===== src/rtl/airi5c_rf_write_ctrl_pkg.sv =====
// Shared types and defaults for the AIRI5C register-file write-port controller.
package airi5c_rf_write_ctrl_pkg;

  localparam int unsigned XPR_LEN_DEFAULT        = 32;
  localparam int unsigned REG_ADDR_WIDTH_DEFAULT = 5;
  localparam int unsigned FIFO_DEPTH_DEFAULT     = 2;

  typedef enum logic [1:0] {
    DM_IDLE  = 2'd0,
    DM_DRAIN = 2'd1,
    DM_GRANT = 2'd2
  } dm_state_e;

  // Integer x0 is hardwired to zero, so it can never be pending nor cause a hazard.
  function automatic logic is_int_x0(input logic fpu, input logic [31:0] addr);
    return !fpu && (addr == 32'd0);
  endfunction

endpackage


===== src/rtl/airi5c_rf_write_ctrl_if.sv =====
// Long-latency result channel and debug write channel into the write-port controller.
interface airi5c_rf_write_ctrl_if
  import airi5c_rf_write_ctrl_pkg::*;
#(
  parameter int unsigned XPR_LEN        = XPR_LEN_DEFAULT,
  parameter int unsigned REG_ADDR_WIDTH = REG_ADDR_WIDTH_DEFAULT
);

  logic                      lu_valid;
  logic                      lu_ready;
  logic [REG_ADDR_WIDTH-1:0] lu_wa;
  logic [XPR_LEN-1:0]        lu_wd;
  logic                      lu_fpu;

  logic                      dm_req;
  logic [REG_ADDR_WIDTH-1:0] dm_wara;
  logic [XPR_LEN-1:0]        dm_wd;
  logic                      dm_fpu;
  logic                      dm_ack;

  modport master (
    output lu_valid, lu_wa, lu_wd, lu_fpu,
    output dm_req, dm_wara, dm_wd, dm_fpu,
    input  lu_ready, dm_ack
  );

  modport slave (
    input  lu_valid, lu_wa, lu_wd, lu_fpu,
    input  dm_req, dm_wara, dm_wd, dm_fpu,
    output lu_ready, dm_ack
  );

endinterface


===== src/rtl/airi5c_rf_wb_fifo.sv =====
// Small synchronous FIFO buffering long-latency results until the write port is free.
module airi5c_rf_wb_fifo
  import airi5c_rf_write_ctrl_pkg::*;
#(
  parameter int unsigned DEPTH = FIFO_DEPTH_DEFAULT,
  parameter int unsigned WIDTH = 38
) (
  input  logic                     clk_i,
  input  logic                     rst_ni,
  input  logic                     push_i,
  input  logic                     pop_i,
  input  logic [WIDTH-1:0]         data_i,
  output logic [WIDTH-1:0]         data_o,
  output logic [$clog2(DEPTH):0]   count_o,
  output logic                     empty_o
);

  localparam int unsigned PTR_W = $clog2(DEPTH);
  localparam int unsigned CNT_W = PTR_W + 1;

  logic [WIDTH-1:0] mem_q [DEPTH];
  logic [WIDTH-1:0] mem_d [DEPTH];
  logic [PTR_W-1:0] rd_ptr_q, rd_ptr_d;
  logic [PTR_W-1:0] wr_ptr_q, wr_ptr_d;
  logic [CNT_W-1:0] count_q, count_d;
  logic             do_push;
  logic             do_pop;

  // A full FIFO refuses writes even if the head drains in the same cycle.
  assign do_push = push_i && (count_q != CNT_W'(DEPTH));
  assign do_pop  = pop_i && (count_q != '0);

  always_comb begin
    mem_d    = mem_q;
    rd_ptr_d = rd_ptr_q;
    wr_ptr_d = wr_ptr_q;
    if (do_push) begin
      mem_d[wr_ptr_q] = data_i;
      wr_ptr_d        = wr_ptr_q + PTR_W'(1);
    end
    if (do_pop) begin
      rd_ptr_d = rd_ptr_q + PTR_W'(1);
    end
    count_d = count_q + CNT_W'(do_push) - CNT_W'(do_pop);
  end

  always_ff @(posedge clk_i or negedge rst_ni) begin
    if (!rst_ni) begin
      for (int i = 0; i < int'(DEPTH); i++) begin
        mem_q[i] <= '0;
      end
      rd_ptr_q <= '0;
      wr_ptr_q <= '0;
      count_q  <= '0;
    end else begin
      mem_q    <= mem_d;
      rd_ptr_q <= rd_ptr_d;
      wr_ptr_q <= wr_ptr_d;
      count_q  <= count_d;
    end
  end

  assign data_o  = mem_q[rd_ptr_q];
  assign count_o = count_q;
  assign empty_o = (count_q == '0);

endmodule


===== src/rtl/airi5c_rf_write_ctrl.sv =====
// Arbitrates the register file's single pipeline write port between writeback and
// long-latency results, tracks pending destinations, and sequences debug writes.
module airi5c_rf_write_ctrl
  import airi5c_rf_write_ctrl_pkg::*;
#(
  parameter int unsigned FIFO_DEPTH     = FIFO_DEPTH_DEFAULT,
  parameter int unsigned XPR_LEN        = XPR_LEN_DEFAULT,
  parameter int unsigned REG_ADDR_WIDTH = REG_ADDR_WIDTH_DEFAULT
) (
  input  logic                      clk_i,
  input  logic                      rst_ni,

  airi5c_rf_write_ctrl_if.slave     lu_dm,

  input  logic                      wb_wen_i,
  input  logic [REG_ADDR_WIDTH-1:0] wb_wa_i,
  input  logic [XPR_LEN-1:0]        wb_wd_i,
  input  logic [XPR_LEN-1:0]        wb_wd2_i,
  input  logic                      wb_rd64_i,
  input  logic                      wb_fpu_i,

  input  logic                      iss_valid_i,
  input  logic [REG_ADDR_WIDTH-1:0] iss_wa_i,
  input  logic                      iss_fpu_i,
  output logic                      iss_block_o,

  input  logic [REG_ADDR_WIDTH-1:0] ra1_i,
  input  logic [REG_ADDR_WIDTH-1:0] ra2_i,
  input  logic [REG_ADDR_WIDTH-1:0] ra3_i,
  input  logic                      sel_fpu_rs1_i,
  input  logic                      sel_fpu_rs2_i,
  input  logic                      sel_fpu_rs3_i,
  output logic                      hazard_o,
  output logic                      busy_o,

  output logic                      rf_wen_o,
  output logic [REG_ADDR_WIDTH-1:0] rf_wa_o,
  output logic [XPR_LEN-1:0]        rf_wd_o,
  output logic [XPR_LEN-1:0]        rf_wd2_o,
  output logic                      rf_rd64_o,
  output logic                      rf_sel_fpu_rd_o,

  output logic                      rf_dm_wen_o,
  output logic [REG_ADDR_WIDTH-1:0] rf_dm_wara_o,
  output logic [XPR_LEN-1:0]        rf_dm_wd_o,
  output logic                      rf_dm_sel_fpu_o
);

  localparam int unsigned ENTRY_W = 1 + REG_ADDR_WIDTH + XPR_LEN;
  localparam int unsigned SB_W    = 2 ** (REG_ADDR_WIDTH + 1);
  localparam int unsigned CNT_W   = $clog2(FIFO_DEPTH) + 1;

  logic [ENTRY_W-1:0]        fifo_din;
  logic [ENTRY_W-1:0]        fifo_dout;
  logic [CNT_W-1:0]          fifo_count;
  logic                      fifo_empty;
  logic                      fifo_push;
  logic                      fifo_pop;
  logic                      head_fpu;
  logic [REG_ADDR_WIDTH-1:0] head_wa;
  logic [XPR_LEN-1:0]        head_wd;
  logic [REG_ADDR_WIDTH:0]   head_idx;
  logic [REG_ADDR_WIDTH:0]   iss_idx;

  logic [SB_W-1:0]           sb_q, sb_d;
  dm_state_e                 state_q, state_d;
  logic                      dm_wen;

  assign fifo_din  = {lu_dm.lu_fpu, lu_dm.lu_wa, lu_dm.lu_wd};
  assign fifo_push = lu_dm.lu_valid && lu_dm.lu_ready;
  assign fifo_pop  = !fifo_empty && !wb_wen_i;
  assign {head_fpu, head_wa, head_wd} = fifo_dout;
  assign head_idx  = {head_fpu, head_wa};
  assign iss_idx   = {iss_fpu_i, iss_wa_i};

  assign lu_dm.lu_ready = (fifo_count < CNT_W'(FIFO_DEPTH));

  airi5c_rf_wb_fifo #(
    .DEPTH (FIFO_DEPTH),
    .WIDTH (ENTRY_W)
  ) u_fifo (
    .clk_i   (clk_i),
    .rst_ni  (rst_ni),
    .push_i  (fifo_push),
    .pop_i   (fifo_pop),
    .data_i  (fifo_din),
    .data_o  (fifo_dout),
    .count_o (fifo_count),
    .empty_o (fifo_empty)
  );

  always_comb begin
    rf_wen_o        = 1'b0;
    rf_wa_o         = '0;
    rf_wd_o         = '0;
    rf_wd2_o        = '0;
    rf_rd64_o       = 1'b0;
    rf_sel_fpu_rd_o = 1'b0;
    if (wb_wen_i) begin
      rf_wen_o        = 1'b1;
      rf_wa_o         = wb_wa_i;
      rf_wd_o         = wb_wd_i;
      rf_wd2_o        = wb_wd2_i;
      rf_rd64_o       = wb_rd64_i;
      rf_sel_fpu_rd_o = wb_fpu_i;
    end else if (fifo_pop) begin
      rf_wen_o        = 1'b1;
      rf_wa_o         = head_wa;
      rf_wd_o         = head_wd;
      rf_sel_fpu_rd_o = head_fpu;
    end
  end

  // The set is applied after the clear so a re-issue in the retiring cycle stays pending.
  always_comb begin
    sb_d = sb_q;
    if (fifo_pop) begin
      sb_d[head_idx] = 1'b0;
    end
    if (iss_valid_i && !is_int_x0(iss_fpu_i, 32'(iss_wa_i))) begin
      sb_d[iss_idx] = 1'b1;
    end
  end

  function automatic logic src_pending(input logic                      fpu,
                                       input logic [REG_ADDR_WIDTH-1:0] ra,
                                       input logic [SB_W-1:0]           sb);
    return !is_int_x0(fpu, 32'(ra)) && sb[{fpu, ra}];
  endfunction

  assign hazard_o = src_pending(sel_fpu_rs1_i, ra1_i, sb_q) ||
                    src_pending(sel_fpu_rs2_i, ra2_i, sb_q) ||
                    src_pending(sel_fpu_rs3_i, ra3_i, sb_q);
  assign busy_o   = (|sb_q) || !fifo_empty;

  always_comb begin
    state_d = state_q;
    dm_wen  = 1'b0;
    case (state_q)
      DM_IDLE: begin
        if (lu_dm.dm_req) state_d = DM_DRAIN;
      end
      DM_DRAIN: begin
        if (!lu_dm.dm_req) begin
          state_d = DM_IDLE;
        end else if ((sb_q == '0) && fifo_empty) begin
          state_d = DM_GRANT;
        end
      end
      DM_GRANT: begin
        if (!wb_wen_i && !fifo_pop) begin
          dm_wen  = 1'b1;
          state_d = DM_IDLE;
        end
      end
      default: state_d = DM_IDLE;
    endcase
  end

  always_ff @(posedge clk_i or negedge rst_ni) begin
    if (!rst_ni) begin
      sb_q    <= '0;
      state_q <= DM_IDLE;
    end else begin
      sb_q    <= sb_d;
      state_q <= state_d;
    end
  end

  assign iss_block_o     = (state_q != DM_IDLE);
  assign lu_dm.dm_ack    = dm_wen;
  assign rf_dm_wen_o     = dm_wen;
  assign rf_dm_wara_o    = dm_wen ? lu_dm.dm_wara : '0;
  assign rf_dm_wd_o      = dm_wen ? lu_dm.dm_wd : '0;
  assign rf_dm_sel_fpu_o = dm_wen && lu_dm.dm_fpu;

endmodule

===== src/flat_wrapper.sv =====
// flat-port wrapper written by rule: the top's interface ports become plain ports
module airi5c_rf_write_ctrl_flat import airi5c_rf_write_ctrl_pkg::*;
#(
  parameter int unsigned FIFO_DEPTH     = FIFO_DEPTH_DEFAULT,
  parameter int unsigned XPR_LEN        = XPR_LEN_DEFAULT,
  parameter int unsigned REG_ADDR_WIDTH = REG_ADDR_WIDTH_DEFAULT
)
  (clk_i, rst_ni, wb_wen_i, wb_wa_i, wb_wd_i, wb_wd2_i, wb_rd64_i, wb_fpu_i, iss_valid_i, iss_wa_i, iss_fpu_i, iss_block_o, ra1_i, ra2_i, ra3_i, sel_fpu_rs1_i, sel_fpu_rs2_i, sel_fpu_rs3_i, hazard_o, busy_o, rf_wen_o, rf_wa_o, rf_wd_o, rf_wd2_o, rf_rd64_o, rf_sel_fpu_rd_o, rf_dm_wen_o, rf_dm_wara_o, rf_dm_wd_o, rf_dm_sel_fpu_o, lu_dm_lu_valid, lu_dm_lu_wa, lu_dm_lu_wd, lu_dm_lu_fpu, lu_dm_dm_req, lu_dm_dm_wara, lu_dm_dm_wd, lu_dm_dm_fpu, lu_dm_lu_ready, lu_dm_dm_ack);
  airi5c_rf_write_ctrl_if #(.XPR_LEN(XPR_LEN), .REG_ADDR_WIDTH(REG_ADDR_WIDTH)) lu_dm_i ();
  input  logic clk_i;
  input  logic rst_ni;
  input  logic wb_wen_i;
  input  logic [REG_ADDR_WIDTH-1:0] wb_wa_i;
  input  logic [XPR_LEN-1:0] wb_wd_i;
  input  logic [XPR_LEN-1:0] wb_wd2_i;
  input  logic wb_rd64_i;
  input  logic wb_fpu_i;
  input  logic iss_valid_i;
  input  logic [REG_ADDR_WIDTH-1:0] iss_wa_i;
  input  logic iss_fpu_i;
  output logic iss_block_o;
  input  logic [REG_ADDR_WIDTH-1:0] ra1_i;
  input  logic [REG_ADDR_WIDTH-1:0] ra2_i;
  input  logic [REG_ADDR_WIDTH-1:0] ra3_i;
  input  logic sel_fpu_rs1_i;
  input  logic sel_fpu_rs2_i;
  input  logic sel_fpu_rs3_i;
  output logic hazard_o;
  output logic busy_o;
  output logic rf_wen_o;
  output logic [REG_ADDR_WIDTH-1:0] rf_wa_o;
  output logic [XPR_LEN-1:0] rf_wd_o;
  output logic [XPR_LEN-1:0] rf_wd2_o;
  output logic rf_rd64_o;
  output logic rf_sel_fpu_rd_o;
  output logic rf_dm_wen_o;
  output logic [REG_ADDR_WIDTH-1:0] rf_dm_wara_o;
  output logic [XPR_LEN-1:0] rf_dm_wd_o;
  output logic rf_dm_sel_fpu_o;
  input wire logic [$bits(lu_dm_i.lu_valid)-1:0] lu_dm_lu_valid;
  input wire logic [$bits(lu_dm_i.lu_wa)-1:0] lu_dm_lu_wa;
  input wire logic [$bits(lu_dm_i.lu_wd)-1:0] lu_dm_lu_wd;
  input wire logic [$bits(lu_dm_i.lu_fpu)-1:0] lu_dm_lu_fpu;
  input wire logic [$bits(lu_dm_i.dm_req)-1:0] lu_dm_dm_req;
  input wire logic [$bits(lu_dm_i.dm_wara)-1:0] lu_dm_dm_wara;
  input wire logic [$bits(lu_dm_i.dm_wd)-1:0] lu_dm_dm_wd;
  input wire logic [$bits(lu_dm_i.dm_fpu)-1:0] lu_dm_dm_fpu;
  output wire logic [$bits(lu_dm_i.lu_ready)-1:0] lu_dm_lu_ready;
  output wire logic [$bits(lu_dm_i.dm_ack)-1:0] lu_dm_dm_ack;
  assign lu_dm_i.lu_valid = lu_dm_lu_valid;
  assign lu_dm_i.lu_wa = lu_dm_lu_wa;
  assign lu_dm_i.lu_wd = lu_dm_lu_wd;
  assign lu_dm_i.lu_fpu = lu_dm_lu_fpu;
  assign lu_dm_i.dm_req = lu_dm_dm_req;
  assign lu_dm_i.dm_wara = lu_dm_dm_wara;
  assign lu_dm_i.dm_wd = lu_dm_dm_wd;
  assign lu_dm_i.dm_fpu = lu_dm_dm_fpu;
  assign lu_dm_lu_ready = lu_dm_i.lu_ready;
  assign lu_dm_dm_ack = lu_dm_i.dm_ack;
  airi5c_rf_write_ctrl #(.FIFO_DEPTH(FIFO_DEPTH), .XPR_LEN(XPR_LEN), .REG_ADDR_WIDTH(REG_ADDR_WIDTH)) u_core (.clk_i(clk_i), .rst_ni(rst_ni), .lu_dm(lu_dm_i), .wb_wen_i(wb_wen_i), .wb_wa_i(wb_wa_i), .wb_wd_i(wb_wd_i), .wb_wd2_i(wb_wd2_i), .wb_rd64_i(wb_rd64_i), .wb_fpu_i(wb_fpu_i), .iss_valid_i(iss_valid_i), .iss_wa_i(iss_wa_i), .iss_fpu_i(iss_fpu_i), .iss_block_o(iss_block_o), .ra1_i(ra1_i), .ra2_i(ra2_i), .ra3_i(ra3_i), .sel_fpu_rs1_i(sel_fpu_rs1_i), .sel_fpu_rs2_i(sel_fpu_rs2_i), .sel_fpu_rs3_i(sel_fpu_rs3_i), .hazard_o(hazard_o), .busy_o(busy_o), .rf_wen_o(rf_wen_o), .rf_wa_o(rf_wa_o), .rf_wd_o(rf_wd_o), .rf_wd2_o(rf_wd2_o), .rf_rd64_o(rf_rd64_o), .rf_sel_fpu_rd_o(rf_sel_fpu_rd_o), .rf_dm_wen_o(rf_dm_wen_o), .rf_dm_wara_o(rf_dm_wara_o), .rf_dm_wd_o(rf_dm_wd_o), .rf_dm_sel_fpu_o(rf_dm_sel_fpu_o));
endmodule

===== config.mk =====
export PLATFORM = sky130hd
export DESIGN_NAME = airi5c_rf_write_ctrl_flat
export DESIGN_NICKNAME = d
export VERILOG_FILES = /design/src/rtl/airi5c_rf_write_ctrl_pkg.sv /design/src/rtl/airi5c_rf_write_ctrl_if.sv /design/src/rtl/airi5c_rf_wb_fifo.sv /design/src/rtl/airi5c_rf_write_ctrl.sv /design/src/flat_wrapper.sv
export SDC_FILE = /design/constraint.sdc
export NUM_CORES = 1
export LEC_CHECK = 0
export BUFFER_PORTS_ARGS = -buffer_cell sky130_fd_sc_hd__buf_2
export CORE_UTILIZATION = 30
export CTS_CLUSTER_DIAMETER = 100
export DETAILED_ROUTE_END_ITERATION = 16
export GPL_TIMING_DRIVEN = 0
export PLACE_DENSITY_LB_ADDON = 0.3
export SLEW_MARGIN = 20
export SYNTH_ARGS = -nofsm -noshare
export SYNTH_HDL_FRONTEND = slang
export SYNTH_SLANG_ARGS = --single-unit
export TNS_END_PERCENT = 10

===== constraint.sdc =====
create_clock -name clk_i -period 5.5 [get_ports clk_i]
set_input_delay 0 -clock clk_i [delete_from_list [all_inputs] [get_ports clk_i]]
set_output_delay 0 -clock clk_i [all_outputs]
set_load 0.02 [all_outputs]

# After elaboration in Yosys (flattened, before gate mapping)
# Cells that the tools add are included.
# word_totals
elab_cells	113
in_bits	177
regBits	146
output_inout_bits	116
# classes
reduce_logical	43
eq_ne	6
mux	37
n_lt_le_gt_ge	11
bitwise	5
n_addsub	4
# ops
operator	count
$mux W38	4
$mux W32	4
$mux W64	2
$bwmux W76	1
$and A64 B64 Y64	1
$logic_not A64 Y1	1
$not A64 Y64	1
$or A64 B64 Y64	1
$reduce_or A64 Y1	1
$demux W38 S1	1
$lt A6 B7 Y1 const B	5
$logic_not A5 Y1	4
$bmux W1 S6	3
$logic_and A1 B1 Y1	18
$mux W5	3
$demux W1 S6	2
$ge A6 B1 Y1 const B	2
$mux W1	12
$logic_not A1 Y1	11
$mux W2	4
$pmux W2 S3	1
$ge A2 B2 Y1 const B	2
$logic_not A2 Y1	2
$ne A2 B2 Y1 const B	2
other kinds (13)	18

# Logic depth before layout (Yosys ltp)
# Gate-level depths: netlist (run 1).
# depth
word_depth	13
depth_mapped	10
ltp_nobuf	7

# By module
# Synthesis (run 1) repeated with hierarchy kept, for this count alone.
# hier_totals
hier_cells	867
hier_area_um2	9370.2
# by_module_without_submodules
module	cells_per_inst	n_inst	seq_area_each_um2	area_each_um2
airi5c_rf_write_ctrl	648	1	1651.6	5711.7
airi5c_rf_wb_fifo	219	1	2001.9	3658.5

# Least setup slack after synthesis (run 1)
# OpenSTA, ideal clock, no wires.
# synth_path
kind	reg2out
start	reg u_core.sb_q[41]
end	out hazard_o
t_arrival_ps	2141
path_buffers	0
stages_incl_launch_ff	6
path_slack_ps	3359
required_ps	5500
path_cell_list	dfrtp_1 > mux4_1 > mux4_2 > nor2_1 > o311ai_1 > or4_1
# synth_via
elab_chain_len	5
word_cells_on_any_way	11
classes_between	mux (6); reduce/logical (5)
# synth_rtl
element	line_no	rtl
start, declared	airi5c_rf_write_ctrl.sv:65	logic [SB_W-1:0] sb_q, sb_d;
start signal, assigned	airi5c_rf_write_ctrl.sv:162	sb_q <= '0;
start signal, assigned	airi5c_rf_write_ctrl.sv:165	sb_q <= sb_d;
$bmux W1 S6	airi5c_rf_write_ctrl.sv:128	return !is_int_x0(fpu, 32'(ra)) && sb[{fpu, ra}];
$mux W1 (implied by the code)	airi5c_rf_write_ctrl.sv:128	
$logic_and A1 B1 Y1	airi5c_rf_write_ctrl.sv:128	
$logic_or A1 B1 Y1	airi5c_rf_write_ctrl.sv:131	assign hazard_o = src_pending(sel_fpu_rs1_i, ra1_i, sb_q) ||
$logic_or A1 B1 Y1 (*)	airi5c_rf_write_ctrl.sv:132	src_pending(sel_fpu_rs2_i, ra2_i, sb_q) ||
end, declared	flat_wrapper.sv:28	output logic hazard_o;
# Every way passes the cells marked *; elsewhere a longest branch is shown, timed or not. The select of a mux whose other input is x is not followed.

# Final worst setup path (run 1)
# layout_path
start	reg u_core.u_fifo.count_q[1] (netlist: u_core.u_fifo.count_o[1])
end	reg u_core.u_fifo.count_q[1] (netlist: u_core.u_fifo.count_o[1])
# layout_via
elab_chain_len	5
word_cells_on_any_way	11
classes_between	add/sub (2); order compare (1); eq/ne (1); reduce/logical (7)
# layout_rtl
element	line_no	rtl
start, declared	airi5c_rf_wb_fifo.sv:25	logic [CNT_W-1:0] count_q, count_d;
start signal, assigned	airi5c_rf_wb_fifo.sv:59	count_q <= count_d;
$logic_not A2 Y1	airi5c_rf_wb_fifo.sv:65	assign empty_o = (count_q == '0);
$logic_not A1 Y1	airi5c_rf_write_ctrl.sv:71	assign fifo_pop = !fifo_empty && !wb_wen_i;
$logic_and A1 B1 Y1	airi5c_rf_write_ctrl.sv:71	
$logic_and A1 B1 Y1 (*)	airi5c_rf_wb_fifo.sv:31	assign do_pop = pop_i && (count_q != '0);
via u_core.u_fifo.do_pop	airi5c_rf_wb_fifo.sv:27	logic do_pop;
$sub A2 B1 Y2 (*)	airi5c_rf_wb_fifo.sv:44	count_d = count_q + CNT_W'(do_push) - CNT_W'(do_pop);
via u_core.u_fifo.count_d[1]	airi5c_rf_wb_fifo.sv:25	
# Mark *: on every way through the listed nets, which the timed path passes. The rest lies on a longest branch.
# A chain may end at the register's enable or synchronous reset.

==> out/summary.log, run 1 <==
INFO  logic_synthesis synth.cell_area=8785um^2
INFO  logic_synthesis syn-instance-count=827
INFO  die            ioPinCount=293
INFO  global_routing grtUsageMet3=0.03188
INFO  logic_synthesis yosys.area.top_type=dfrtp_1
INFO  worst_setup_path worstSetupPathType=register to register
INFO  run            cap_viol_max_count=0
INFO  placement      port-buffer-count=285
INFO  logic_synthesis ys.flop_type=dfrtp_1
INFO  die            fp.coreArea=28,780um^2
INFO  power          design_power_total=5.631mW
INFO  route          route.vias.total=8,046
INFO  sta            timing.fmax=328.4MHz
INFO  die            die_area=29,970um^2
INFO  power          vdd_drop_max=0.2633mV
INFO  logic_synthesis synth_sequential_area_ratio=0.4159
INFO  finish         area.growth.synth_to_final=34.00%
INFO  hold_path      min-delay-path-class=input pin to register
INFO  clock_tree     clock_insertion_delay_worst_skew=0.42ns
INFO  global_routing total_congestion_overflow_after_global_routing=0
INFO  logic_synthesis total_number_of_yosys_warnings=0
INFO  sta            worst_pin_slew=0.9696ns
INFO  clock_tree     path_clk_slew=0.06ns
INFO  placement      detailed_place.area=10,730um^2
INFO  clock_tree     cts_made_buffers=17
INFO  logic_synthesis synth_top_area_share=0.4159
INFO  die            initial_core_utilization=0.3052
INFO  die            die_h=173.1um
INFO  sta            slew_headroom=0.3351
INFO  logic_synthesis synthArstFlopShare=1.000
INFO  finish         drive_above_1_share=0.3803
INFO  clock_tree     cts_sinks=146
INFO  sta            final_period_minus_worst_setup_slack=3.045ns
INFO  status         status=completed
INFO  die            num_rows=62
INFO  die            fp.dieW=173.1um
INFO  clock_tree     count_of_cells_resized_by_post_cts_repair=0
INFO  logic_synthesis synthDistinctLibCells=55
INFO  route          final_antenna_net_count=0
INFO  finish         utilization=0.4090
INFO  placement      gpl.final_weighted_congestion=0.8905
INFO  sta            finalHoldWorstSlack=0.09251ns
INFO  worst_setup_path crit_path_end_kind=register
INFO  clock_tree     tritoncts_clock_tree=yes
INFO  logic_synthesis syn-mean-instance-area=10.62um^2
INFO  placement      dpl_worst_slack=2.353ns
INFO  finish         layoutNonFillerInstCount=1,571
INFO  sta            slack_of_the_critical_path=2.455ns
INFO  clock_tree     maximum_buffer_depth_of_the_clock_tree=2
INFO  finish         postLayoutCellArea=11,770um^2
INFO  clock_tree     htree_levels=4
INFO  clock_tree     cts_setup_buffers=0
INFO  route          wire_per_inst=18.85um
INFO  logic_synthesis synth_top_cells_by_area=dfrtp_1 42%, mux2_2 12%, o21ai_0 9.4%, mux4_2 7.7%, mux2i_1 6.5%
INFO  sta            setup_viol=0
INFO  sta            fin_setup_tns=0ns
INFO  placement      number_of_placed_instances_taps_included=1,497
INFO  sta            fin_worst_skew=0.007455ns
INFO  placement      dp.final_hpwl=22,860um
INFO  finish         final_net_count=1,352
INFO  global_routing grt_use_met2=0.3155
INFO  worst_setup_path worst_ep_arrival_time=3.35ns
INFO  logic_synthesis synth-seq-cells=146
INFO  global_routing grt_usage=0.1981
INFO  sta            final_hold_violation_count=0
INFO  route          post_drt_via_cell_ratio=5.122
INFO  route          routed_wirelength=29,620um
INFO  global_routing globalRoute.busiestLayer=met2
INFO  route          drc=0
INFO  clock_tree     cts_root_buf=clkbuf_16
INFO  clock_tree     post_cts_hold_buffer_count=41
INFO  global_routing antenna_found_initial=0
INFO  global_routing grt_pass1_wl=46,260um
INFO  global_routing grt.met1_usage=0.2789
INFO  global_routing grt_max_degree=83
INFO  power          power.density_cell_area=478.4nW/um^2
INFO  worst_setup_path critical_path_launch_point_type=register
INFO  global_routing via_count_of_the_first_global_routing_pass=7,920
INFO  worst_setup_path cp_max_fo=10
INFO  logic_synthesis postSynthNetCount=1,006
INFO  power          static-leakage-power=5.384nW
INFO  sta            rsz0062_at_grt=false
INFO  logic_synthesis synth_enable_flop_cells=0
INFO  route          firstDrtPassIters=5
INFO  route          detail_route.iter0.violations=607
INFO  worst_setup_path critical_path_required=5.80ns
INFO  sta            count_of_final_max_slew_check_failures=0
INFO  sta            finalCritPeriodShare=0.5536
==> sequential cells by signal, indices dropped and copies added, names as in the netlist <==
| signal | count |
|---|---|
| u_core.u_fifo.wr_ptr_q | 1 |
| u_core.u_fifo.count_o | 2 |
| u_core.sb_q | 64 |
| u_core.u_fifo.mem_q | 76 |
| u_core.state_q | 2 |
| u_core.u_fifo.rd_ptr_q | 1 |
==> power by group <==
| part | switching (mW) | leakage, nW | internal, mW | total, mW |
|---|---|---|---|---|
| clock | 0.439 | 0.306 | 0.792 | 1.23 |
| combinational | 1.18 | 3.29 | 1.10 | 2.29 |
| sequential | 0.521 | 1.79 | 1.59 | 2.11 |
| total | 2.14 | 5.38 | 3.49 | 5.63 |
==> per-layer routing <==
metal  vias to the layer above  wire length [um]
li1                       3757                 -
met1                      3956             13500
met2                       309             14030
met3                        24              1749
met4                         0               341
met5                         -                 0
==> logic make-up (layout without fill, tap and decap cells) <==
logic type / count (synthesis) / count (layout) / synth area share
compound gates: 202 / 202 / 0.1269
xor+xnor: 4 / 4 / 0.003988
simple gates: 228 / 228 / 0.1393
mux: 185 / 185 / 0.2812
buf+inv: 60 / 419 / 0.02991
fa+ha+maj: 2 / 2 / 0.002848
flops: 146 / 146 / 0.4159
other cells: 0 / 1 / 0
==> critical path, stage by stage (launching register included) <==
cell,delay (ns)
dfrtp_1,0.43
o21bai_1,0.56
clkbuf_1,0.59
clkbuf_1,0.46
inv_1,0.13
ha_1,0.29
inv_1,0.04
ha_1,0.18
xnor2_1,0.13
xnor2_1,0.12
==> cell usage in the layout (no fill, tap or decap), types with 10 or more instances in the layout <==
cell type,synthesis,routed
and2_1,72,72
buf_1,10,10
buf_2,9,293
clkbuf_1,29,31
clkbuf_16,0,17
dfrtp_1,146,146
dlygate4sd3_1,0,41
mux2_2,90,90
mux2i_1,57,57
mux4_2,30,30
nand2_1,61,61
nand3_1,14,14
nor2_1,18,18
nor2b_1,10,10
nor4_1,18,18
o21ai_0,165,165
==> cells in the mapped netlist (all sizes together) (2+ instances only) <==
cell type / number
mux4: 38
mux2i: 57
a211oi: 4
o2111ai: 2
nor2: 18
nand4: 7
nand3b: 5
nor4: 18
dfrtp: 146
a2111oi: 2
o21ai: 165
o22ai: 3
nand2: 61
buf: 23
nor2b: 10
clkbuf: 29
o41ai: 2
nand3: 14
o311ai: 2
nor3: 4
a21oi: 5
and2: 72
inv: 8
or3: 5
nand2b: 6
ha: 2
xnor2: 4
mux2: 90
a21o: 2
nor3b: 3
==> path summary, 6_finish.rpt <==
path	from	slack [ns]	depth (start not counted)	endpoint
max	u_core.u_fifo.count_o[1]	2.46	9	u_core.u_fifo.count_o[1]
max in group asynchronous	rst_ni	4.60	3	u_core.sb_q[15]
min	iss_fpu_i	0.09	3	u_core.sb_q[33]
max reg2reg	u_core.u_fifo.count_o[1]	2.46	9	u_core.u_fifo.count_o[1]
min in group asynchronous	rst_ni	0.11	2	u_core.u_fifo.mem_q[63]
min reg2reg	u_core.u_fifo.wr_ptr_q	0.50	1	u_core.u_fifo.wr_ptr_q
==> final cells by class <==
class / instances / area [um^2]
flip-flops and latches: 146 / 3654
clock inverters: 10 / 155.1
plain buffers: 52 / 232.7
repair buffers: 327 / 1874
inverters: 8 / 30.03
fillers: 2860 / 17010
clock buffers: 22 / 474.2
well taps: 384 / 480.5
multi-input cells: 621 / 4868
diodes: 1 / 2.502
Note: power is estimated with default switching activity, not from simulation.
==> run 2: changes to the inputs <==
ABC_AREA = 1   (was unset)
clock period = 2.5 ns   (was 5.5 ns; I/O delays follow)
==> run 2 against run 1 <==
Count of clock-buffer cells in the layout fell by 4. Combinational power increased by 120%. Clock skew rose by 0.0037 ns. Flip-flop and latch count unchanged. Via count up 32%. Global-route usage increased by 1.9 points. Setup slack got worse by 2.3 ns. Synthesized area is 6.2% higher. Die area increased by 6.2%. Clock power up 110%.
==> out/summary.log, run 2 <==
INFO  sta            worst_pin_slew=0.6846ns
INFO  die            ioPinCount=293
INFO  worst_setup_path cp_max_fo=10
INFO  finish         final_net_count=1,925
INFO  power          sw_frac_of_total=0.4598
INFO  die            fp.coreArea=30,590um^2
INFO  global_routing antenna_found_initial=0
INFO  placement      dpl_worst_slack=0.2910ns
INFO  sta            final_hold_violation_count=0
INFO  finish         layout.cells.most_common_list=417 x nand2_1, 308 x buf_2, 194 x inv_1, 191 x o21ai_0, 146 x dfrtp_1
INFO  worst_setup_path slowest_stage=dfrtp_1
INFO  worst_setup_path critical-path-top-cell-by-count=buf_2
INFO  worst_setup_path worstSetupPathType=register to output port
INFO  sta            slack_of_the_critical_path=0.2029ns
INFO  die            num_rows=64
INFO  logic_synthesis synth_enable_flop_cells=0
INFO  power          power.density_cell_area=986.4nW/um^2
INFO  route          drc=0
INFO  run            cap_viol_max_count=0
INFO  global_routing via_count_of_the_first_global_routing_pass=9,498
INFO  logic_synthesis ys.flop_type=dfrtp_1
INFO  finish         drive_above_1_share=0.2172
INFO  global_routing grt_pass1_wl=53,030um
INFO  logic_synthesis synth-seq-cells=146
INFO  clock_tree     cts_root_buf=clkbuf_16
INFO  sta            rsz0062_at_grt=false
INFO  hold_path      min-delay-path-class=input pin to register
INFO  finish         area.growth.synth_to_final=32.01%
INFO  power          static-leakage-power=6.740nW
INFO  clock_tree     maximum_buffer_depth_of_the_clock_tree=2
INFO  finish         registers.top_by_ff_count=u_core.u_fifo.mem_q
INFO  finish         postLayoutCellArea=12,320um^2
INFO  worst_setup_path critPathLaunch=u_core.u_fifo.count_o[1]
INFO  placement      dp.final_hpwl=26,830um
INFO  logic_synthesis synth_top_cells_by_area=dfrtp_1 39%, nand2_1 17%, o21ai_0 10%, inv_1 7.8%, nand3_1 6.5%
INFO  clock_tree     clock_insertion_delay_worst_skew=0.43ns
INFO  worst_setup_path critical_path_required=2.50ns
INFO  worst_setup_path ff2ff_path_depth=9
INFO  sta            final_period_minus_worst_setup_slack=2.297ns
INFO  clock_tree     cts_made_buffers=17
INFO  logic_synthesis synthDistinctLibCells=38
INFO  clock_tree     htree_levels=4
INFO  worst_setup_path worst_ep_arrival_time=2.30ns
INFO  worst_setup_path worst_path_dominant_cell_family=simple AND/OR/NAND/NOR gates
INFO  logic_synthesis synth_most_common_cell=nand2_1
INFO  sta            finalCritPeriodShare=0.9189
INFO  worst_setup_path crit_path_end_kind=output port
INFO  die            initial_core_utilization=0.3051
INFO  sta            setup_viol=0
INFO  power          cell_int_power=6.563mW
INFO  power          vdd_drop_max=0.6613mV
INFO  sta            fin_worst_skew=0.01112ns
INFO  sta            slew_headroom=0.5436
INFO  power          share_seq_of_total_power=0.366
INFO  logic_synthesis yosys.area.top_type=dfrtp_1
INFO  route          firstDrtPassIters=5
INFO  finish         layout_commonest_cell=nand2_1
INFO  worst_setup_path worst_path_largest_cell_delay=0.41ns
INFO  logic_synthesis syn-instance-count=1,398
INFO  global_routing total_congestion_overflow_after_global_routing=0
INFO  worst_setup_path critical_path.n_buffers_inverters=4
INFO  worst_setup_path path_depth=8
INFO  sta            count_of_final_max_slew_check_failures=0
INFO  logic_synthesis synth_top_area_share=0.3915
INFO  die            die_area=31,810um^2
INFO  clock_tree     path_clk_slew=0.06ns
INFO  logic_synthesis synthArstFlopShare=1.000
INFO  placement      port-buffer-count=287
INFO  route          route.vias.total=10.62k
INFO  route          post_drt_via_cell_ratio=4.927
INFO  power          power.switching=5.587mW
INFO  route          wire_per_inst=16.23um
INFO  global_routing grt_usage=0.2169
INFO  worst_setup_path critical_path.reg2reg.startpoint=u_core.u_fifo.count_o[1]
INFO  clock_tree     cts_setup_buffers=0
INFO  logic_synthesis total_number_of_yosys_warnings=0
INFO  worst_setup_path path_cells=or2_4 -> or2_4 -> nor3_4 -> inv_2 -> buf_2 -> buf_2 -> nor2_1 -> buf_2
INFO  logic_synthesis synth.cell_area=9331um^2
INFO  die            fp.dieW=178.4um
INFO  worst_setup_path termination_of_the_worst_setup_path=rf_dm_wd_o[17]
INFO  placement      gpl.final_weighted_congestion=0.9704
INFO  logic_synthesis synth_sequential_area_ratio=0.3915
INFO  placement      detailed_place.area=11,300um^2
INFO  worst_setup_path critical_path_launch_point_type=register
INFO  route          routed_wirelength=34,980um
INFO  worst_setup_path rrSetupSlack=0.33ns
INFO  finish         antenna_cells_inserted=0
INFO  logic_synthesis postSynthNetCount=1,577
INFO  status         status=completed
INFO  worst_setup_path regToRegEndpoint=u_core.u_fifo.count_o[1]
INFO  die            die_h=178.4um
INFO  clock_tree     tritoncts_clock_tree=yes
INFO  logic_synthesis syn-mean-instance-area=6.675um^2
INFO  power          clock_network_fraction_of_design_power=0.210
INFO  power          power.combinational.fraction=0.424
INFO  finish         top_regs=u_core.u_fifo.mem_q x76, u_core.sb_q x64
INFO  power          design_power_total=12.15mW
INFO  clock_tree     cts_sinks=146
INFO  finish         number_of_flip_flops_in_the_largest_register=76
INFO  route          final_antenna_net_count=0
INFO  route          detail_route.iter0.violations=1,033
INFO  finish         fill_cells=3,233
INFO  logic_synthesis synth_top_cells_by_count=417 x nand2_1, 194 x inv_1, 191 x o21ai_0
INFO  sta            timing.fmax=435.3MHz
INFO  global_routing grt_max_degree=79
run 2: cell types whose count changed in the layout (fill, tap and decap cells not counted), sizes merged, moves of 56 or more:
cell,previous run,this run
nand2,61,424
inv,8,215
nand3,14,123
mux2,90,0
and2,72,0
nor2,18,83
o21ai,165,223
mux2i,57,1
run 2: logic make-up (layout without fill, tap and decap cells):
kind of cell             count (synthesis)  in the layout  share of synthesized area
buffers and inverters                  274            635                     0.1145
adder cells (fa/ha/maj)                  2              2                   0.002681
flip-flops                             146            146                     0.3915
XOR/XNOR                                 3              3                   0.002816
AND/OR/NAND/NOR                        668            668                     0.3006
AO/OA/AOI/OAI                          304            304                     0.1868
multiplexers                             1              1                   0.001073
run 2: final cells by class:
type	count	area (um^2)	share of cell area
buffer	69	301.5	0.02448
clock buffer	18	429.2	0.03484
clock inverter	14	156.4	0.01270
inverter	205	769.5	0.06247
multi-input combinational	978	4621	0.3751
sequential	146	3654	0.2966
tap	396	495.5	0.04022
timing repair buffer	329	1892	0.1536
run 2: worst reg2reg max path: cells and delay by family, from the launching register on:
family                     cells  cell delay, ns
xor gates and xnor gates       1            0.11
adders and majority gates      2            0.43
buffers and inverters          4            0.82
DFF                            1            0.39
and+or+nand+nor                2            0.35
run 2: power by group through the flow:
| stage | Clock [mW] | Sequential (mW) | Combinational, mW |
|---|---|---|---|
| 3_3_place_gp | 0 | 4.40 | 4.98 |
| 3_5_place_dp | 0 | 4.43 | 5.03 |
| 6_report | 2.55 | 4.45 | 5.15 |
| 4_1_cts | 2.60 | 4.39 | 5.12 |
| 2_1_floorplan | 0 | 4.01 | 3.52 |
| 5_1_grt | 2.72 | 4.56 | 5.80 |
run 2: repair_timing:
action | in CTS | in global routing
hold endpoints to repair | 147 | 0
endpoints found under the setup margin | 0 | 16
gates resized for setup | 0 | 7
hold buffers | 41 | 0
run 2: how the worst min path moves through the flow:
stage	slack [ns]	startpoint	cells past startpoint	end
floorplan	-0.30	rst_ni	0	u_core.sb_q[0]
global placement	0.27	lu_dm_lu_wd[23]	3	u_core.u_fifo.mem_q[61]
detailed placement	-0.002	rst_ni	1	u_core.u_fifo.mem_q[49]
CTS	0.06	iss_fpu_i	3	u_core.sb_q[38]
global route	0.1	iss_fpu_i	3	u_core.sb_q[38]
finish	0.09	iss_fpu_i	3	u_core.sb_q[38]
run 2: per-layer routing:
layer  track usage  wire length, um  up-vias
met1        0.3082            15770     4885
met2        0.3343            16030      473
met4       0.06462              698        0
met3       0.03730             2481       46
met5             0                0        -
li1              -                -     5214
run 2: metrics by stage:
stage,setup TNS [ns],hold slack [ns],utilization,cells
after floorplan,0,-0.2956,-,1398
after global placement,-107.28,0.2739,0.3682,2081
after detailed placement,0,-0.002018,0.3694,2082
after CTS,0,0.06331,0.4020,2155
after global routing,0,0.09968,0.4027,2155
final,0,0.08767,0.4027,2155
==> run 3: changes to the inputs <==
CAP_MARGIN = 20   (was unset)
CELL_PAD_IN_SITES_DETAIL_PLACEMENT = 0   (was unset)
CELL_PAD_IN_SITES_GLOBAL_PLACEMENT = 1   (was unset)
CORE_UTILIZATION = 32   (was 30)
==> run 3 against run 2 <==
Clock skew is essentially flat. Count of clock-buffer cells in the layout grew 1. Combinational power barely moved. Setup slack got worse by 0.027 ns. Register-to-register slack worse by 0.02 ns. Final cell count shrank 0.56%. Clock power hardly changed. Global-route usage increased by 2.2 points. Critical path type unchanged. Largest cell class unchanged.
==> out/summary.log, run 3 (synthesis results as in run 2) <==
INFO  global_routing total_congestion_overflow_after_global_routing=0
INFO  finish         layout_commonest_cell=nand2_1
INFO  run            cap_viol_max_count=0
INFO  finish         area.growth.synth_to_final=31.78%
INFO  power          design_power_total=12.13mW
INFO  sta            setup_viol=0
INFO  finish         utilization=0.4284
INFO  sta            final_period_minus_worst_setup_slack=2.324ns
INFO  clock_tree     path_clk_slew=0.06ns
INFO  sta            count_of_final_max_slew_check_failures=0
INFO  sta            fin_worst_skew=0.01144ns
INFO  finish         number_of_flip_flops_in_the_largest_register=76
INFO  finish         layout.cells.most_common_list=417 x nand2_1, 312 x buf_2, 194 x inv_1, 191 x o21ai_0, 146 x dfrtp_1
INFO  power          static-leakage-power=6.731nW
INFO  power          power.switching=5.487mW
INFO  worst_setup_path slowest_stage=dfrtp_1
INFO  sta            timing.fmax=430.3MHz
INFO  power          vdd_drop_max=0.5063mV
INFO  global_routing via_count_of_the_first_global_routing_pass=10.12k
INFO  placement      dp.final_hpwl=28,310um
INFO  worst_setup_path crit_path_end_kind=output port
INFO  finish         drive_above_1_share=0.2160
INFO  die            die_h=172.8um
INFO  clock_tree     maximum_buffer_depth_of_the_clock_tree=2
INFO  route          detail_route.iter0.violations=686
INFO  clock_tree     cts_made_buffers=17
INFO  worst_setup_path worst_ep_arrival_time=2.32ns
INFO  sta            finalCritPeriodShare=0.9297
INFO  die            fp.coreArea=28,700um^2
INFO  die            die_area=29,850um^2
INFO  clock_tree     cts_setup_buffers=0
INFO  finish         multi_input_comb_area=4616um^2
INFO  route          route.vias.total=10.50k
INFO  worst_setup_path worst_path_largest_cell_delay=0.41ns
INFO  placement      port-buffer-count=287
INFO  placement      gpl.final_weighted_congestion=0.9781
INFO  clock_tree     clock_insertion_delay_worst_skew=0.42ns
INFO  global_routing grt_max_degree=89
INFO  placement      dpl_worst_slack=0.3010ns
INFO  clock_tree     htree_levels=4
INFO  clock_tree     cts_sinks=146
INFO  clock_tree     tritoncts_clock_tree=yes
INFO  sta            rsz0062_at_grt=false
INFO  global_routing grt_pass1_wl=56,240um
INFO  die            ioPinCount=293
INFO  power          power.density_cell_area=986.4nW/um^2
INFO  worst_setup_path critical_path_required=2.50ns
INFO  power          power.combinational.fraction=0.423
INFO  power          sw_frac_of_total=0.4523
INFO  power          cell_int_power=6.643mW
INFO  die            fp.dieW=172.8um
INFO  hold_path      min-delay-path-class=input pin to register
INFO  route          drc=0
INFO  finish         fill_cells=3,087
INFO  finish         final_net_count=1,925
INFO  clock_tree     cts_root_buf=clkbuf_16
INFO  sta            slew_headroom=0.5456
INFO  worst_setup_path cp_max_fo=10
INFO  finish         antenna_cells_inserted=0
INFO  power          clock_network_fraction_of_design_power=0.209
INFO  finish         registers.top_by_ff_count=u_core.u_fifo.mem_q
INFO  sta            slack_of_the_critical_path=0.1759ns
INFO  status         status=completed
INFO  worst_setup_path critical_path_launch_point_type=register
INFO  sta            worst_pin_slew=0.6816ns
INFO  die            initial_core_utilization=0.3251
INFO  route          wire_per_inst=16.63um
INFO  route          final_antenna_net_count=0
INFO  worst_setup_path path_cells=or2_1 -> or2_1 -> nor3_4 -> inv_2 -> buf_2 -> buf_2 -> nor2_1 -> buf_2
INFO  die            num_rows=62
INFO  finish         final-seq-area=3654um^2
INFO  route          routed_wirelength=35,640um
INFO  worst_setup_path critical-path-top-cell-by-count=buf_2
INFO  route          post_drt_via_cell_ratio=4.898
INFO  worst_setup_path worstSetupPathType=register to output port
INFO  sta            finalHoldWorstSlack=0.1146ns
INFO  global_routing grt_usage=0.2394
INFO  power          share_seq_of_total_power=0.368
INFO  route          firstDrtPassIters=5
INFO  finish         top_regs=u_core.u_fifo.mem_q x76, u_core.sb_q x64
INFO  sta            final_hold_violation_count=0
INFO  global_routing antenna_found_initial=0
[run 3: cell count changes in the layout (fill, tap and decap cells not counted), sizes merged]
cell      before  now
bufinv         1    2
clkinv         3    7
clkinvlp       0    1
inv          215  208
buf          322  323
[run 3: final cells by class]
type,instances,share of cell area
Buffer,69,0.02432
Inverter,205,0.06258
Clock inverter,13,0.01231
Sequential cell,146,0.2971
Clock buffer,19,0.03602
Multi-Input combinational cell,978,0.3754
Timing Repair Buffer,329,0.1532
Tap cell,384,0.03907
[run 3: metal layers]
layer	part of all wire	up-vias	track usage
met5	0	-	0
met4	0.020	0	0.06453
met3	0.053	42	0.03232
met2	0.47	370	0.3970
met1	0.46	4876	0.3269
li1	-	5208	-
[run 3: power by group through the flow]
stage | clock network (mW) | logic, mW | registers, mW
after floorplan | 0 | 3.52 | 4.01
final | 2.54 | 5.13 | 4.47
after detailed placement | 0 | 5.07 | 4.44
after global placement | 0 | 5.02 | 4.42
after global routing | 2.69 | 5.77 | 4.58
after CTS | 2.57 | 5.15 | 4.41
[run 3: what timing repair did]
action | 4_1_cts | 5_1_grt
setup endpoints to repair | 0 | 16
endpoints found under the hold margin | 165 | 0
resized for setup | 0 | 1
hold buffers | 41 | 0
[run 3: critical path: cells and delay by family (launching register included)]
| kind | cells | cell delay [ns] |
|---|---|---|
| buf+inv | 4 | 0.59 |
| simple gates | 4 | 0.90 |
| flops | 1 | 0.41 |
[run 3: through the flow]
stage          instances  cell area [um^2]  TNS (ns)
3_5_place_dp        2070             11290         0
4_1_cts             2143             12290         0
6_report            2143             12300         0
2_1_floorplan       1398              9331         0
3_3_place_gp        2069             11250   -102.66
5_1_grt             2143             12300         0
[run 3: final timing paths]
path / start / endpoint / slack, ns / cells after the start
max: u_core.u_fifo.count_o[1] / rf_dm_wara_o[1] / 0.18 / 8
min: iss_fpu_i / u_core.sb_q[36] / 0.11 / 3
max reg2reg: u_core.u_fifo.count_o[1] / u_core.u_fifo.count_o[1] / 0.31 / 9
min reg2reg: u_core.u_fifo.mem_q[33] / u_core.u_fifo.mem_q[33] / 0.48 / 2
max in group asynchronous: rst_ni / u_core.sb_q[20] / 1.57 / 3
min in group asynchronous: rst_ni / u_core.u_fifo.mem_q[15] / 0.16 / 2
